## src/rtl/demod_bus_pkg.sv

```systemverilog
// demod_bus_pkg: shared state encoding and sizing for the demod register bus arbiter.
package demod_bus_pkg;
   localparam int ADDR_W_DEF = 13;
   localparam int CNT_W = 4;
   typedef enum logic [1:0] {ST_IDLE, ST_SETUP, ST_STROBE, ST_ACK} state_t;
endpackage

```

## src/rtl/rr_arb2.sv

```systemverilog
// rr_arb2: two-way round-robin arbiter; on a tie the requester that did not win last time is granted.
module rr_arb2 (
   input  logic [1:0] req,
   input  logic       rr_last,
   input  logic       advance,
   output logic [1:0] grant
);
   assign grant = !advance ? 2'b00 : (&req) ? (rr_last ? 2'b01 : 2'b10) : req;
endmodule

```

## src/rtl/demod_bus_arbiter.sv

```systemverilog
// demod_bus_arbiter: shares the demod register bus between the host bridge and the lock supervisor,
// running each granted access as setup / strobe / ack so only one master ever drives the bank.
module demod_bus_arbiter
   import demod_bus_pkg::*;
#(
   parameter int ADDR_W        = ADDR_W_DEF,
   parameter int SETUP_CYCLES  = 1,
   parameter int STROBE_CYCLES = 1
) (
   input  logic              busClk,
   input  logic              resetN,
   input  logic [1:0]        reqN,
   input  logic [1:0]        weN,
   input  logic [3:0]        beN0,
   input  logic [3:0]        beN1,
   input  logic [ADDR_W-1:0] addrN0,
   input  logic [ADDR_W-1:0] addrN1,
   input  logic [31:0]       wdataN0,
   input  logic [31:0]       wdataN1,
   output logic [1:0]        ack,
   output logic [31:0]       rdata,
   output logic              busy,
   output logic [1:0]        grant,
   output logic              cs,
   output logic              wr0,
   output logic              wr1,
   output logic              wr2,
   output logic              wr3,
   output logic [ADDR_W-1:0] addr,
   output logic [31:0]       dataIn,
   input  logic [31:0]       dataOut
);
   localparam logic [CNT_W-1:0] SETUP_LAST  = CNT_W'(SETUP_CYCLES - 1);
   localparam logic [CNT_W-1:0] STROBE_LAST = CNT_W'(STROBE_CYCLES - 1);

   state_t              state_q, state_d;
   logic [CNT_W-1:0]    cnt_q, cnt_d;
   logic                owner_q, owner_d;
   logic                we_q, we_d;
   logic [3:0]          be_q, be_d;
   logic [ADDR_W-1:0]   addr_q, addr_d;
   logic [31:0]         wdata_q, wdata_d;
   logic [31:0]         rdata_q, rdata_d;
   logic                rr_last_q, rr_last_d;
   logic [1:0]          arb_grant;

   rr_arb2 u_arb (
      .req     (reqN),
      .rr_last (rr_last_q),
      .advance (state_q == ST_IDLE),
      .grant   (arb_grant)
   );

   always_comb begin
      state_d   = state_q;
      cnt_d     = cnt_q;
      owner_d   = owner_q;
      we_d      = we_q;
      be_d      = be_q;
      addr_d    = addr_q;
      wdata_d   = wdata_q;
      rdata_d   = rdata_q;
      rr_last_d = rr_last_q;
      case (state_q)
         ST_IDLE: if (|arb_grant) begin
            owner_d   = arb_grant[1];
            we_d      = weN[arb_grant[1]];
            be_d      = arb_grant[1] ? beN1 : beN0;
            addr_d    = arb_grant[1] ? addrN1 : addrN0;
            wdata_d   = arb_grant[1] ? wdataN1 : wdataN0;
            rr_last_d = arb_grant[1];
            cnt_d     = '0;
            state_d   = ST_SETUP;
         end
         ST_SETUP: begin
            cnt_d   = (cnt_q == SETUP_LAST) ? '0 : cnt_q + 1'b1;
            state_d = (cnt_q == SETUP_LAST) ? ST_STROBE : ST_SETUP;
         end
         ST_STROBE: begin
            // reads take one strobe cycle and sample the bank's combinational data at its end
            rdata_d = we_q ? rdata_q : dataOut;
            cnt_d   = cnt_q + 1'b1;
            state_d = (!we_q || cnt_q == STROBE_LAST) ? ST_ACK : ST_STROBE;
         end
         default: state_d = ST_IDLE;
      endcase
   end

   always_ff @(posedge busClk or negedge resetN) begin
      if (!resetN) begin
         state_q   <= ST_IDLE;
         cnt_q     <= '0;
         owner_q   <= 1'b0;
         we_q      <= 1'b0;
         be_q      <= '0;
         addr_q    <= '0;
         wdata_q   <= '0;
         rdata_q   <= '0;
         rr_last_q <= 1'b1;
      end else begin
         state_q   <= state_d;
         cnt_q     <= cnt_d;
         owner_q   <= owner_d;
         we_q      <= we_d;
         be_q      <= be_d;
         addr_q    <= addr_d;
         wdata_q   <= wdata_d;
         rdata_q   <= rdata_d;
         rr_last_q <= rr_last_d;
      end
   end

   // bus controls decode straight from state so an async reset drops them immediately
   assign busy   = state_q != ST_IDLE;
   assign grant  = busy ? (owner_q ? 2'b10 : 2'b01) : 2'b00;
   assign ack    = (state_q == ST_ACK) ? grant : 2'b00;
   assign cs     = (state_q == ST_SETUP) || (state_q == ST_STROBE);
   assign {wr3, wr2, wr1, wr0} = (state_q == ST_STROBE && we_q) ? be_q : 4'b0000;
   assign addr   = addr_q;
   assign dataIn = wdata_q;
   assign rdata  = rdata_q;
endmodule

```

## config.mk

```make
export PLATFORM = sky130hd
export DESIGN_NAME = demod_bus_arbiter
export DESIGN_NICKNAME = d
export VERILOG_FILES = /design/src/rtl/demod_bus_pkg.sv /design/src/rtl/rr_arb2.sv /design/src/rtl/demod_bus_arbiter.sv
export SDC_FILE = /design/constraint.sdc
export NUM_CORES = 1
export LEC_CHECK = 0
export CAP_MARGIN = 10
export CORE_UTILIZATION = 40
export DETAILED_ROUTE_END_ITERATION = 10
export PLACE_DENSITY = 0.89
export SETUP_SLACK_MARGIN = 0.5
export SYNTH_ARGS = -nofsm -noshare
export SYNTH_HDL_FRONTEND = slang
export SYNTH_SLANG_ARGS = --single-unit
```

## constraint.sdc

```tcl
create_clock -name busClk -period 2.3 [get_ports busClk]
set_clock_uncertainty 0.15 [all_clocks]
set_input_delay 0.23 -clock busClk [delete_from_list [all_inputs] [get_ports busClk]]
set_output_delay 0.23 -clock busClk [all_outputs]
set_load 0.01 [all_outputs]
```

==> impl_metrics.json <==
{
  "outcome": "finished clean",
  "synthXorXnorAreaFrac_pct": 0,
  "synthFlopType": "dfrtp_1",
  "dp_hpwl_mm": 8.90,
  "dieHeight_um": 106,
  "use_met1_pct": 29.1,
  "finalHoldViolCount": 0,
  "ys_ff_latch": 90,
  "synth_top_cell_area_share_pct": 51.0,
  "slew_headroom_pct": 59.4,
  "tns_ns": 0,
  "yosysTopAreaCell": "dfrtp_1",
  "cts_made_buffers": 9,
  "synthMuxAreaShare_pct": 8.26,
  "worstSetupStartpoint": "state_q[0]$_DFFE_PN0P_",
  "rows": 37,
  "placed_cell_area_um2": 6720,
  "initial_core_util_pct": 41.7,
  "first_pass_iters": 4,
  "dp_slack_ns": 0.221,
  "remaining_drc_errors": 0,
  "ys_seq_area_share_pct": 51.6,
  "syn-num-nets": 560,
  "root_buffer": "clkbuf_8",
  "layout_setup_ws_ns": 0.284,
  "ys_top_cells_by_area": "dfrtp_1 51%, or3b_1 10%, a31oi_1 7.2%",
  "critPathMaxFanout": 7,
  "drt-wirelength-per-cell_um": 21.3,
  "cts_sinks": 90,
  "min_period_ns": 2.02,
  "grt_pass1_vias": 4276,
  "power.total_w": 0.0105,
  "rsz0062_at_grt": "true",
  "finalCritPeriodShare_pct": 87.6,
  "r2r_start": "state_q[0]$_DFFE_PN0P_",
  "final_area_um2": 7990,
  "max_freq_ghz": 0.496,
  "grt_antenna_before_repair": 0,
  "synthesis.area_um2": 4360,
  "synth_cells": 417,
  "drt_iter0_markers": 221,
  "reg2regPathDepth": 8,
  "wl_mm": 17.2,
  "holdCritPathClass": "primary input to async pin",
  "maxSlewViolCount": 0,
  "clk-insertion-delay-late_ns": 0.35,
  "path_clk_slew_ns": 0.11,
  "arrival_ns": 2.13,
  "fp.coreArea_um2": 10500,
  "synth_top_family_by_area": "simple AND/OR/NAND/NOR gates",
  "finalNetCount": 810,
  "hold_ws_ns": 0.273,
  "grt_overflow": 0,
  "grt_use_met2_pct": 47.8,
  "vias": 4489,
  "globalplace.congestion": 0.750,
  "diodes": 0,
  "vias_per_cell": 5.56,
  "crit_type": "flip-flop to flip-flop",
  "setup_viol": 0,
  "vdd_ir_drop_max_mv": 0.757,
  "dieArea_um2": 11300,
  "ys_types": 35,
  "synthSimpleGateAreaFrac_pct": 17.8,
  "grt.busiest_layer": "met2",
  "synthAdderAreaFrac_pct": 2.01,
  "yosys_warnings": 0,
  "leakage_nw": 3.24,
  "crit_path_end": "dataIn[2]$_DFFE_PN0P_",
  "final_cell_mix": "211 x clkdlybuf4s50_1, 89 x dfrtp_1, 51 x nor2_1, 49 x or3b_1, 48 x a31oi_1",
  "io_pins": 223,
  "syn_to_final_growth_pct": 83.2,
  "drive_gt1_share_pct": 20.5,
  "pwr_density_cell_nw_per_um2": 1310,
  "grt_usage_pct": 25.7,
  "io_buffers": 222,
  "cts_tree": "done",
  "async_flop_share_pct": 100,
  "synth_edf_count": 0,
  "die_w_um": 106,
  "worst_setup_path_start_kind": "flip-flop",
  "worstSetupEndpointType": "flip-flop",
  "cp.required_ns": 2.41,
  "use_met3_pct": 5.58,
  "synth-compound-area-share_pct": 15.5,
  "max_slew.worst_pin.slew_ns": 0.610,
  "maxCapViolations": 0,
  "final_common_cell": "clkdlybuf4s50_1",
  "htreeDepth": 3,
  "ctsLongestPathBuffers": 2,
  "grt_max_degree": 61,
  "ant_nets": 0,
  "grt_pass1_wl_mm": 22.3,
  "reg2reg_slack_ns": 0.28,
  "synth_area_per_cell_um2": 10.5,
  "r2r-end": "dataIn[2]$_DFFE_PN0P_"
}
[how the worst min path moves through the flow]
stage	depth (start not counted)	slack [ns]	endpoint
after detailed placement	1	0.12	rdata[8]$_DFFE_PN0P_
final	2	0.27	rdata[18]$_DFFE_PN0P_
after global placement	1	0.11	rdata[8]$_DFFE_PN0P_
after CTS	2	0.29	rdata[8]$_DFFE_PN0P_
after global routing	3	0.31	dataIn[27]$_DFFE_PN0P_
after floorplan	0	-0.22	addr[0]$_DFFE_PN0P_
[area by class of cell]
class,instances,area (um^2)
Multi-Input combinational cell,280,2190
Clock inverter,7,98.8
Tap cell,136,170
Timing Repair Buffer,276,3120
Sequential cell,90,2250
Clock buffer,9,124
Inverter,10,40.0
Fill cell,677,2470
[synthesized netlist by cell type (all sizes together), types with 2 or more instances]
master	count
and3	6
o21a	2
nor2	54
buf	19
clkbuf	18
nand2b	2
ha	7
mux2	32
o22ai	2
o311ai	2
o21ai	57
a31oi	50
nand3	3
inv	10
or3b	52
nand2	3
dfrtp	89
[state kept, by name, summed over array words and instances, names as in the netlist]
name and count:
cnt_q 4, state_q 2, dataIn 32, owner_q 1, we_q 1, be_q 4, addr 13, rr_last_q 1
rdata 32
[timing repair]
item,4_1_cts,5_1_grt
setup buffers,17,11
cloned,8,10
endpoints found under the setup margin,100,99
resized for setup,56,84
hold buffers,1,0
hold endpoints to repair,45,0
pin swaps,10,37
[report_power, final]
group,internal [W],total (W),switching (W)
registers,0.00237,0.00290,0.000525
clock network,0.000623,0.00123,0.000605
logic,0.00361,0.00633,0.00272
total,0.00660,0.0105,0.00385
[worst max-delay path, cell delays in order, from the launching register on]
cell	delay [ns]
dfrtp_1	0.42
inv_2	0.13
ha_4	0.17
buf_6	0.11
nand2_8	0.08
buf_12	0.18
buf_16	0.13
or3b_1	0.36
a31oi_1	0.19
[metrics by stage]
stage / utilization (%) / cells
final: 76.4 / 808
after global routing: 76.4 / 808
after CTS: 70.6 / 787
after detailed placement: 64.2 / 745
after global placement: 64.2 / 745
after floorplan: - / 417
[logic make-up after synthesis]
kind of cell / count (synthesis)
AOI/OAI and AO/OA: 117
adders and majority gates: 7
buffers and inverters: 47
DFF: 90
muxes: 32
and+or+nand+nor: 124
[routing by layer]
metal / wire length, um / part of all wire, % / vias up
li1: - / - / 2005
met1: 6580 / 38 / 2228
met2: 8980 / 52 / 220
met3: 1160 / 6.7 / 36
met4: 499 / 2.9 / 0
met5: 0 / 0 / -
Power figures use the tool's default switching activity.
